## config.mk

```make
export PLATFORM = sky130hd
export DESIGN_NAME = random_fill_gen
export DESIGN_NICKNAME = d
export VERILOG_FILES = /design/src/rtl/random_fill_gen.sv
export SDC_FILE = /design/constraint.sdc
export NUM_CORES = 1
export LEC_CHECK = 0
export CAP_MARGIN = 20
export CORE_MARGIN = 2
export CORE_UTILIZATION = 50
export CTS_CLUSTER_DIAMETER = 60
export DETAILED_ROUTE_END_ITERATION = 8
export HOLD_SLACK_MARGIN = 0.06
export PLACE_DENSITY = 0.76
export RECOVER_POWER = 100
export SLEW_MARGIN = 20
export SYNTH_ARGS = -nofsm -noshare
export SYNTH_HDL_FRONTEND = slang
export SYNTH_SLANG_ARGS = --single-unit
export TNS_END_PERCENT = 1
```

## constraint.sdc

```tcl
create_clock -name clk -period 3.15 [get_ports clk]
set_clock_uncertainty 0.1 [all_clocks]
set_input_delay 0.63 -clock clk [delete_from_list [all_inputs] [get_ports clk]]
set_output_delay 0.63 -clock clk [all_outputs]
set_load 0.01 [all_outputs]
```

## src/rtl/random_fill_gen.sv

```systemverilog
// Multi-lane Galois-LFSR grid fill generator: LANES cells per beat, valid/ready stream, start/busy/done.
// Optional density threshold enabled by defining RANDOM_FILL_DENSITY_EN.
module random_fill_gen #(
  parameter int                LFSR_W    = 16,
  parameter logic [LFSR_W-1:0] TAPS      = 16'hB400,
  parameter logic [LFSR_W-1:0] SEED      = 16'hACE1,
  parameter int                LANES     = 8,
  parameter int                CELLS     = 1024,
  parameter int                DENSITY_W = 8
) (
  input  logic                 clk,
  input  logic                 rst,
  input  logic [LFSR_W-1:0]    seed,
  input  logic                 seed_load,
  input  logic [DENSITY_W-1:0] density,
  input  logic                 start,
  output logic                 busy,
  output logic                 done,
  output logic                 out_valid,
  input  logic                 out_ready,
  output logic [LANES-1:0]     out_data,
  output logic                 out_last
);

  localparam int               BEATS     = CELLS / LANES;
  localparam int               CNT_W     = (BEATS > 1) ? $clog2(BEATS) : 1;
  localparam logic [CNT_W-1:0] LAST_BEAT = CNT_W'(BEATS - 1);

  typedef enum logic [1:0] {S_IDLE, S_RUN, S_DONE} state_t;

  state_t           state_q, state_d;
  logic [CNT_W-1:0] beat_cnt_q, beat_cnt_d;
  logic             accept;
  logic             reseed;
  logic             launch;

  // A zero seed would lock the LFSR, so it is remapped to 1.
  function automatic logic [LFSR_W-1:0] seed_map(input logic [LFSR_W-1:0] v);
    return (v == '0) ? {{(LFSR_W-1){1'b0}}, 1'b1} : v;
  endfunction

  function automatic logic [LFSR_W-1:0] lfsr_step(input logic [LFSR_W-1:0] st);
    return (st >> 1) ^ (st[0] ? TAPS : '0);
  endfunction

  assign accept = (state_q == S_RUN) && out_ready;
  assign reseed = (state_q == S_IDLE) && seed_load;
  assign launch = (state_q == S_IDLE) && start;

  always_comb begin
    state_d    = state_q;
    beat_cnt_d = beat_cnt_q;
    case (state_q)
      S_IDLE: begin
        if (start) begin
          state_d    = S_RUN;
          beat_cnt_d = '0;
        end
      end
      S_RUN: begin
        if (out_ready) begin
          if (beat_cnt_q == LAST_BEAT) begin
            state_d = S_DONE;
          end else begin
            beat_cnt_d = beat_cnt_q + 1'b1;
          end
        end
      end
      S_DONE: begin
        state_d    = S_IDLE;
        beat_cnt_d = '0;
      end
      default: begin
        state_d    = S_IDLE;
        beat_cnt_d = '0;
      end
    endcase
  end

  always_ff @(posedge clk) begin
    if (rst) begin
      state_q    <= S_IDLE;
      beat_cnt_q <= '0;
    end else begin
      state_q    <= state_d;
      beat_cnt_q <= beat_cnt_d;
    end
  end

`ifdef RANDOM_FILL_DENSITY_EN
  // Threshold is captured at launch so mid-fill changes cannot skew a grid.
  logic [DENSITY_W-1:0] density_q;

  always_ff @(posedge clk) begin
    if (rst) begin
      density_q <= '0;
    end else if (launch) begin
      density_q <= density;
    end
  end
`else
  logic unused_density;
  assign unused_density = ^{density, launch};
`endif

  for (genvar gi = 0; gi < LANES; gi++) begin : g_lane
    localparam logic [LFSR_W-1:0] OFFS = LFSR_W'(gi);
    logic [LFSR_W-1:0] lane_q, lane_d;

    always_comb begin
      lane_d = lane_q;
      if (reseed) begin
        lane_d = seed_map(seed + OFFS);
      end else if (accept) begin
        lane_d = lfsr_step(lane_q);
      end
    end

    always_ff @(posedge clk) begin
      if (rst) begin
        lane_q <= seed_map(SEED + OFFS);
      end else begin
        lane_q <= lane_d;
      end
    end

`ifdef RANDOM_FILL_DENSITY_EN
    assign out_data[gi] = (lane_q[DENSITY_W-1:0] < density_q);
`else
    assign out_data[gi] = lane_q[0];
`endif
  end

  assign busy      = (state_q != S_IDLE);
  assign done      = (state_q == S_DONE);
  assign out_valid = (state_q == S_RUN);
  assign out_last  = (state_q == S_RUN) && (beat_cnt_q == LAST_BEAT);

endmodule
```

==> impl_metrics.py, run 1 <==
metrics = {
    "critical_path": {
        "worstReg2RegEnd": "g_lane[6].lane_q[9]",
        "crit_end": "g_lane[3].lane_q[1]",
        "worst_setup_path_end_kind": "register",
        "reg2reg_slack_ps": 500,
        "critPathLaunch": "seed[2]",
        "reg2reg_depth": 7,
        "required_ps": 3330,
        "cp_max_fo": 5,
        "critPathArrivalTime_ps": 3200,
        "crit_type": "in2reg",
        "rr_startpoint": "state_q[0]",
        "startpoint_type": "input port",
    },
    "worst_hold_path": {
        "hp-class": "reg2reg",
    },
    "logic_synthesis": {
        "synth-compound-area-share_pct": 19.5,
        "ys_types": 65,
        "synth_top_area_share_pct": 31.0,
        "synth_ff_type": "dfxtp_1",
        "synthArstFlopShare_pct": 0,
        "yosys.area_share.simple_pct": 28.0,
        "yosysSeqAreaShare_pct": 31.0,
        "ys_ff_latch": 137,
        "synth_largest_area_cell": "dfxtp_1",
        "yosys_warnings": 0,
        "yosys.area_share.xor_xnor_pct": 11.9,
        "synth_top_family_by_area": "simple AND/OR/NAND/NOR gates",
        "syn_nets": 1238,
        "synth.area.top_cells": "dfxtp_1, nand2_1, xnor2_1",
        "synth_fa_ha_area_share_pct": 1.84,
        "syn_avg_cell_area_um2": 7.39,
        "synth_enable_flop_cells": 0,
        "muxShareOfSynthArea_pct": 1.15,
        "synthCells": 1196,
        "syn_area_um2": 8840,
    },
    "drt": {
        "antenna_left": 0,
        "post_drt_wl_per_cell_um": 18.3,
        "drc_errors": 0,
        "wl_mm": 27.8,
        "vias": 9003,
        "dr.pass1.iters": 6,
        "vias_per_cell": 5.91,
        "drt-initial-drc-count": 1052,
    },
    "global_routing": {
        "antenna_found_initial": 0,
        "grt_max_degree": 65,
        "grt_util_all_layers_pct": 30.0,
        "grt_pass1_vias": 8100,
        "grt_pass1_wl_mm": 43.9,
        "grt_overflow": 0,
    },
    "clocking": {
        "hold_buffers": 0,
        "cts.sinks": 137,
        "numCtsBuffers": 17,
        "root_buffer": "clkbuf_16",
        "cts-resized-gates": 0,
        "tritoncts": "yes",
        "post_cts.repair.setup_buffers": 0,
        "clock_latency_ps": 430,
        "h-tree-depth": 4,
        "path_clk_slew_ps": 60,
        "clockBufferDepth": 2,
    },
    "floorplanning": {
        "dieHeight_um": 137,
        "start_util_pct": 51.1,
        "die-area_um2": 18800,
        "die_x_um": 137,
        "coreArea_um2": 17300,
        "io_pins": 41,
        "rows": 48,
    },
    "power_and_ir_drop": {
        "pwr-share-comb_pct": 20.8,
        "clockPowerShare_pct": 39.5,
        "irDropWorstVdd_uv": 383,
        "sequentialPowerShare_pct": 39.7,
        "p_leak_nw": 4.31,
        "switching_share_pct": 29.4,
        "intPower_w": 0.00353,
        "p_per_area_nw_per_um2": 463,
        "switchingPower_w": 0.00147,
    },
    "layout": {
        "final_nets": 1328,
        "final_cell_mix": "nand2_1, buf_4, dfxtp_1, nor2_1, xnor2_1",
        "final_common_cell": "nand2_1",
        "syn2layout_area_growth_pct": 22.1,
        "final_util_pct": 62.4,
        "drive_above_1_share_pct": 16.2,
        "diodes": 0,
        "nFillCells": 1535,
    },
    "timing": {
        "fmax_mhz": 331,
        "slew_headroom_pct": 23.3,
        "hold_viol_final": 0,
        "rsz0062_at_grt": "no",
        "setup_slack_ps": 129,
        "finalCritPeriodShare_pct": 95.9,
        "fin_crit_ps": 3020,
        "fin_hold_ws_ps": 345,
        "drv_slew": 0,
        "worst_pin_slew_ps": 1150,
        "setup_violations": 0,
        "fin_setup_tns_ps": 0,
    },
    "run": {
        "maxCapViolCount": 0,
    },
    "placement": {
        "portBuffers": 32,
        "place_congestion": 0.977,
        "dpl_worst_slack_ps": -270,
        "dp_hpwl_mm": 19.7,
    },
    "outcome": {
        "status": "finished clean",
    },
}
==> sequential cells by signal, summed over array words and instances (netlist names) <==
signal         count
state_q            2
beat_cnt_q         7
g_lane.lane_q    128
==> cells by family (layout without fill, tap and decap cells) <==
logic type	Yosys count	count (layout)
AO/OA/AOI/OAI	244	244
buffers and inverters	136	239
XOR/XNOR	120	120
adder cells (fa/ha/maj)	13	13
multiplexers	10	10
AND/OR/NAND/NOR	536	536
flip-flops	137	137
==> worst min path at each step <==
stage                         start                    to  slack, ps  cells past startpoint
6_report       g_lane[0].lane_q[10]  g_lane[0].lane_q[10]        350                      2
2_1_floorplan  g_lane[0].lane_q[10]  g_lane[0].lane_q[10]        320                      2
4_1_cts        g_lane[0].lane_q[10]  g_lane[0].lane_q[10]        350                      2
5_1_grt        g_lane[0].lane_q[10]  g_lane[0].lane_q[10]        390                      2
3_5_place_dp   g_lane[0].lane_q[10]  g_lane[0].lane_q[10]        340                      2
3_3_place_gp   g_lane[0].lane_q[10]  g_lane[0].lane_q[10]        330                      2
==> per-stage QoR <==
stage | instances | instance area, µm² | total power (W)
after CTS | 1524 | 10800 | 0.00501
after global placement | 1492 | 10300 | 0.00302
after floorplan | 1196 | 8840 | 0.00267
after global routing | 1524 | 10800 | 0.00520
after detailed placement | 1492 | 10300 | 0.00304
final | 1524 | 10800 | 0.00499
==> critical path, cell delays in order <==
cell and delay (ps):
clkdlybuf4s50_1 580, clkbuf_1 230, ha_1 290, a21oi_1 80, or4b_2 630, o21ai_0 100
a32oi_1 120, nor4_1 320, buf_4 170, a211oi_1 60
==> final cells by class <==
type	count	area (µm²)	area share, %
clock buffer	23	498	4.61
clock inverter	9	88.8	0.823
inverter	13	48.8	0.452
multi-input combinational	923	5510	51.1
sequential	137	2740	25.4
tap	225	282	2.61
timing repair buffer	194	1620	15.0
==> cell usage after synthesis (4+ instances only) <==
cell type,count
inv_1,10
nor4b_1,5
nor2_1,119
ha_1,13
nor4_1,14
buf_2,23
a31oi_1,14
o31a_1,4
nand3_1,28
mux2i_1,9
and2_1,6
nand4_1,12
nand2_1,240
o22ai_1,8
a211oi_1,32
buf_4,12
or2_2,12
a21o_1,15
dfxtp_1,137
clkbuf_1,73
a211o_1,33
nand2b_1,8
xnor2_1,75
and3_1,11
a221oi_1,5
o21ai_0,25
a21oi_1,54
buf_1,15
xor2_1,45
o31ai_1,4
nor3_1,39
a311oi_1,30
or3_1,13
==> per-layer routing <==
metal | share of wire, % | global-route usage, % | wire length, µm
met5 | 0 | 0 | 0
met4 | 2.2 | 9.34 | 599
met3 | 8.3 | 6.67 | 2310
met2 | 45 | 45.7 | 12500
met1 | 44 | 42.2 | 12400
==> power by group through the flow <==
stage          clock network (W)  logic (W)  registers (W)
2_1_floorplan                  0   0.000693        0.00198
3_3_place_gp                   0    0.00101        0.00201
3_5_place_dp                   0    0.00103        0.00202
6_report                 0.00197    0.00104        0.00198
5_1_grt                  0.00207    0.00113        0.00200
4_1_cts                  0.00199    0.00104        0.00198
No activity file was read; power rests on OpenSTA's default activity.
==> inputs of run 2 (changes only) <==
--- a/config.mk
+++ b/config.mk
@@ -7,11 +7,11 @@
 export LEC_CHECK = 0
 export CAP_MARGIN = 20
 export CORE_MARGIN = 2
-export CORE_UTILIZATION = 50
+export CORE_UTILIZATION = 30
 export CTS_CLUSTER_DIAMETER = 60
 export DETAILED_ROUTE_END_ITERATION = 8
 export HOLD_SLACK_MARGIN = 0.06
-export PLACE_DENSITY = 0.76
+export PLACE_DENSITY = 0.5
 export RECOVER_POWER = 100
 export SLEW_MARGIN = 20
 export SYNTH_ARGS = -nofsm -noshare
==> constraint.sdc (replaced) <==
create_clock -name clk -period 3.09 [get_ports clk]
set_clock_uncertainty 0.1 [all_clocks]
set_input_delay 0.618 -clock clk [delete_from_list [all_inputs] [get_ports clk]]
set_output_delay 0.618 -clock clk [all_outputs]
set_load 0.01 [all_outputs]
==> run 2 against run 1 <==
Combinational power increased by 7%; count of clock-buffer cells in the layout decreased by 3; cell area increased by 4.7%; clock power increased by 4%; wire length increased by 10%; cell count increased by 12%; total power increased by 3.5%; utilization decreased by 23 points; critical path type unchanged; critical endpoint is now g_lane[7].lane_q[0].
==> impl_metrics.py, run 2 (synthesis gave the netlist of run 1 again) <==
metrics = {
    "critical_path": {
        "startpoint_type": "input port",
        "required_ps": 3320,
        "cp_max_fo": 9,
        "reg2reg_slack_ps": 310,
        "crit_type": "in2reg",
        "worst_setup_path_end_kind": "register",
        "critPathArrivalTime_ps": 3250,
    },
    "clocking": {
        "tritoncts": "yes",
        "root_buffer": "clkbuf_16",
        "h-tree-depth": 4,
        "cts.sinks": 137,
        "numCtsBuffers": 17,
        "path_clk_slew_ps": 60,
        "clockBufferDepth": 2,
        "clock_latency_ps": 430,
    },
    "global_routing": {
        "grt_overflow": 0,
        "grt_max_degree": 61,
        "antenna_found_initial": 0,
        "grt_pass1_wl_mm": 47.9,
        "grt_util_all_layers_pct": 19.9,
        "grt_pass1_vias": 8238,
    },
    "layout": {
        "drive_above_1_share_pct": 19.1,
        "final_cell_mix": "nand2_1, buf_4, dfxtp_1, nor2_1, xnor2_1",
        "top_register": "g_lane.lane_q",
        "final_nets": 1357,
        "largest_reg_flops": 128,
        "biggestRegsByFlops": "g_lane.lane_q: 128 flops, beat_cnt_q: 7 flops, state_q: 2 flops",
        "final_common_cell": "nand2_1",
        "diodes": 0,
        "syn2layout_area_growth_pct": 27.8,
    },
    "drt": {
        "wl_met1_mm": 15.6,
        "vias_per_cell": 5.17,
        "vias": 8848,
        "post_drt_wl_per_cell_um": 17.9,
        "antenna_left": 0,
        "drt-initial-drc-count": 664,
        "dr.pass1.iters": 5,
        "highest_layer": "met4",
        "wl_mm": 30.7,
        "dr_wl_met2_mm": 13.0,
        "drc_errors": 0,
        "route.met3.wl_mm": 1.53,
    },
    "timing": {
        "rsz0062_at_grt": "no",
        "worst_pin_slew_ps": 1280,
        "slew_headroom_pct": 14.5,
        "fmax_mhz": 331,
        "fin_crit_ps": 3020,
        "hold_viol_final": 0,
        "fin_setup_tns_ps": 0,
        "drv_slew": 0,
        "setup_violations": 0,
        "finalCritPeriodShare_pct": 97.9,
    },
    "power_and_ir_drop": {
        "p_leak_nw": 4.48,
        "p_total_w": 0.00517,
        "p_per_area_nw_per_um2": 458,
        "irDropWorstVdd_uv": 358,
    },
    "floorplanning": {
        "start_util_pct": 30.6,
        "io_pins": 41,
        "coreArea_um2": 28900,
        "die-area_um2": 30800,
        "dieHeight_um": 176,
        "die_x_um": 176,
        "rows": 62,
    },
    "run": {
        "maxCapViolCount": 0,
    },
    "outcome": {
        "status": "finished clean",
    },
    "placement": {
        "place_congestion": 0.960,
        "dp_hpwl_mm": 22.3,
        "portBuffers": 32,
    },
    "worst_hold_path": {
        "hp-class": "reg2reg",
    },
}
run 2: cell count changes in the layout (fill, tap and decap cells not counted), sizes merged:
cell	previous run	this run
buf	152	188
clkbuf	34	24
clkdlybuf4s50	16	18
dlygate4sd3	15	13
inv	11	13
clkinvlp	3	4
run 2: area by class of cell:
type	count	area (µm²)
clock inverters	12	114
flip-flops and latches	137	2740
fillers	3051	17600
inverters	13	48.8
well taps	384	480
repair buffers	223	1900
clock buffers	20	467
multi-input cells	923	5540
run 2: through the flow:
| step | setup WS, ps | utilization (%) | std cells | hold WS, ps | instance area, µm² |
|---|---|---|---|---|---|
| finish | 65.7 | 39.1 | 1712 | 345 | 11300 |
| global route | 0.373 | 39.1 | 1712 | 352 | 11300 |
| global placement | -515 | 37.1 | 1678 | 333 | 10700 |
| floorplan | 94.4 | - | 1196 | 323 | 8840 |
| detailed placement | -529 | 37.1 | 1678 | 337 | 10700 |
| CTS | 58.3 | 39.1 | 1712 | 348 | 11300 |
run 2: report_power, final:
part,internal [W],switching (W),total (W)
Sequential,0.00192,0.000100,0.00202
Clock,0.00118,0.000862,0.00204
Combinational,0.000497,0.000613,0.00111
Total,0.00359,0.00157,0.00517
run 2: metal layers:
layer,up-vias,GRT usage [%]
met4,0,5.61
met1,4224,29.4
met2,198,29.6
met3,37,3.40
met5,-,0
li1,4389,-
run 2: path summary, 6_finish.rpt:
kind / to / startpoint / cells past startpoint
worst max-delay path: g_lane[7].lane_q[0] / seed[2] / 10
worst min-delay path: g_lane[0].lane_q[10] / g_lane[0].lane_q[10] / 2
worst max register to register: g_lane[1].lane_q[13] / state_q[0] / 6
worst min register to register: g_lane[0].lane_q[10] / g_lane[0].lane_q[10] / 2
run 2: critical path: stages:
cell	delay [ps]
clkdlybuf4s50_1	570
inv_1	160
buf_2	180
ha_1	210
a21boi_4	310
or3_1	180
o2111ai_1	160
nor4b_2	340
a41oi_1	200
a221oi_1	310
run 2: repair_timing:
item                       in CTS  in global routing
setup endpoints to repair       2                 12
buffers inserted                2                  0
hold buffers                    0                  0
gates resized for setup         0                  9
pin swaps                       0                  0
==> inputs of run 3 (changes only) <==
--- a/config.mk
+++ b/config.mk
@@ -13,6 +13,7 @@
 export HOLD_SLACK_MARGIN = 0.06
 export PLACE_DENSITY = 0.5
 export RECOVER_POWER = 100
+export SKIP_CTS_REPAIR_TIMING = 1
 export SLEW_MARGIN = 20
 export SYNTH_ARGS = -nofsm -noshare
 export SYNTH_HDL_FRONTEND = slang
==> run 3 against run 2 <==
Global-route usage barely moved; non-clock buffer count unchanged; largest cell class unchanged; sequential share of layout area about the same; critical path type unchanged; utilization is essentially flat; via count shrank 0.46%; cell count unchanged; fmax fell by 0.65%; sequential power hardly changed; first-iteration DRC count grew 7.8%; total power about the same; register-to-register slack about the same; sequential cell count unchanged.
==> impl_metrics.py, run 3 (synthesis gave the netlist of run 1 again) <==
metrics = {
    "outcome": {
        "status": "finished clean",
    },
    "timing": {
        "hold_viol_final": 0,
        "fin_crit_ps": 3040,
        "setup_slack_ps": 45.8,
        "fmax_mhz": 328,
        "drv_slew": 0,
        "worst_pin_slew_ps": 1290,
        "setup_violations": 0,
        "finalCritPeriodShare_pct": 98.5,
        "rsz0062_at_grt": "no",
        "fin_setup_tns_ps": 0,
        "slew_headroom_pct": 13.7,
    },
    "layout": {
        "top_register": "g_lane.lane_q",
        "nFillCells": 3054,
        "final_cell_mix": "nand2_1, buf_4, dfxtp_1, nor2_1, xnor2_1",
        "biggestRegsByFlops": "g_lane.lane_q: 128 flops, beat_cnt_q: 7 flops, state_q: 2 flops",
        "final_nets": 1357,
        "largest_reg_flops": 128,
        "final_common_cell": "nand2_1",
        "diodes": 0,
        "drive_above_1_share_pct": 19.0,
        "syn2layout_area_growth_pct": 27.8,
    },
    "power_and_ir_drop": {
        "clockPowerShare_pct": 39.5,
        "p_leak_nw": 4.48,
        "switching_share_pct": 30.5,
        "intPower_w": 0.00359,
        "switchingPower_w": 0.00158,
        "p_per_area_nw_per_um2": 458,
        "p_total_w": 0.00517,
        "sequentialPowerShare_pct": 39.0,
        "pwr-share-comb_pct": 21.4,
        "irDropWorstVdd_uv": 360,
    },
    "placement": {
        "dpl_worst_slack_ps": -529,
        "dp_hpwl_mm": 22.3,
        "place_congestion": 0.960,
        "portBuffers": 32,
    },
    "global_routing": {
        "grt_overflow": 0,
        "grt_pass1_vias": 8230,
        "antenna_found_initial": 0,
        "grt_max_degree": 61,
        "grt_util_all_layers_pct": 19.9,
        "grt_pass1_wl_mm": 47.9,
    },
    "clocking": {
        "root_buffer": "clkbuf_16",
        "h-tree-depth": 4,
        "numCtsBuffers": 17,
        "cts.sinks": 137,
        "path_clk_slew_ps": 60,
        "tritoncts": "yes",
        "clockBufferDepth": 2,
        "clock_latency_ps": 430,
    },
    "worst_hold_path": {
        "hp-class": "reg2reg",
        "min_from": "g_lane[0].lane_q[10]",
    },
    "critical_path": {
        "crit_type": "in2reg",
        "worst_setup_path_end_kind": "register",
        "startpoint_type": "input port",
        "slowest_delay_ps": 660,
        "cp_max_fo": 5,
        "rr_startpoint": "state_q[0]",
        "path_cells": "dlygate4sd3_1, inv_1, ha_1, buf_4, nand4b_1, buf_4, nor3_1, xnor2_1, nand2_1, nor4_2, buf_4, a211oi_1",
        "critPathArrivalTime_ps": 3230,
        "cp_common_cell": "buf_4",
        "critPathLaunch": "seed[0]",
        "critPathSlowestCell": "dlygate4sd3_1",
        "required_ps": 3280,
    },
    "floorplanning": {
        "rows": 62,
        "io_pins": 41,
        "die-area_um2": 30800,
        "dieHeight_um": 176,
        "start_util_pct": 30.6,
        "coreArea_um2": 28900,
        "die_x_um": 176,
    },
    "drt": {
        "drc_errors": 0,
        "drt-initial-drc-count": 716,
        "antenna_left": 0,
        "vias_per_cell": 5.14,
        "wl_mm": 30.6,
        "post_drt_wl_per_cell_um": 17.9,
        "dr.pass1.iters": 5,
        "vias": 8807,
    },
    "run": {
        "maxCapViolCount": 0,
    },
}
run 3: changes by cell type in the layout (fill, tap and decap cells not counted):
cell / previous run / this run
a2111oi_0: 1 / 0
inv_2: 1 / 0
clkbuf_2: 0 / 1
inv_1: 9 / 10
a2111oi_1: 1 / 2
clkdlybuf4s50_1: 18 / 16
buf_4: 174 / 176
clkbuf_4: 2 / 0
buf_2: 1 / 0
dlygate4sd3_1: 13 / 15
run 3: cell type report:
| type | instances | area [µm²] | share of cell area [%] |
|---|---|---|---|
| Multi-Input combinational cell | 923 | 5540 | 49.0 |
| Sequential cell | 137 | 2740 | 24.3 |
| Timing Repair Buffer | 223 | 1900 | 16.9 |
| Tap cell | 384 | 480 | 4.25 |
| Clock buffer | 20 | 467 | 4.13 |
| Clock inverter | 12 | 114 | 1.01 |
| Inverter | 13 | 48.8 | 0.432 |
run 3: worst max-delay path, delay by kind of cell:
kind                     cells  cell delay [ps]
adder cells (fa/ha/maj)      1              220
buffers and inverters        5             1270
XOR/XNOR                     1              230
AND/OR/NAND/NOR              4              840
AO/OA/AOI/OAI                1               60
run 3: power groups by stage:
stage	Sequential [W]	Clock (W)	Combinational (W)
CTS	0.00202	0.00209	0.00111
global placement	0.00205	0	0.00110
finish	0.00202	0.00204	0.00111
detailed placement	0.00206	0	0.00111
global route	0.00204	0.00217	0.00121
floorplan	0.00202	0	0.000706
run 3: final timing paths:
| path | to | slack, ps | cells past startpoint |
|---|---|---|---|
| worst min-delay path | g_lane[0].lane_q[10] | 350 | 2 |
| worst min register to register | g_lane[0].lane_q[10] | 350 | 2 |
| worst max-delay path | g_lane[3].lane_q[1] | 50 | 12 |
| worst max register to register | g_lane[1].lane_q[13] | 310 | 6 |
run 3: stage by stage:
step	cell area (µm²)	cells	utilization, %	hold slack, ps
after floorplan	8840	1196	-	323
after global placement	10700	1678	37.1	333
after detailed placement	10700	1678	37.1	337
after CTS	11300	1710	39.1	348
after global routing	11300	1712	39.2	352
final	11300	1712	39.2	346
run 3: routing by layer:
| metal | global-route usage [%] | share of wire [%] | vias up |
|---|---|---|---|
| met1 | 29.3 | 52 | 4193 |
| met2 | 29.6 | 42 | 194 |
| met5 | 0 | 0 | - |
| met4 | 5.54 | 1.8 | 0 |
| met3 | 3.46 | 4.4 | 36 |
| li1 | - | - | 4384 |
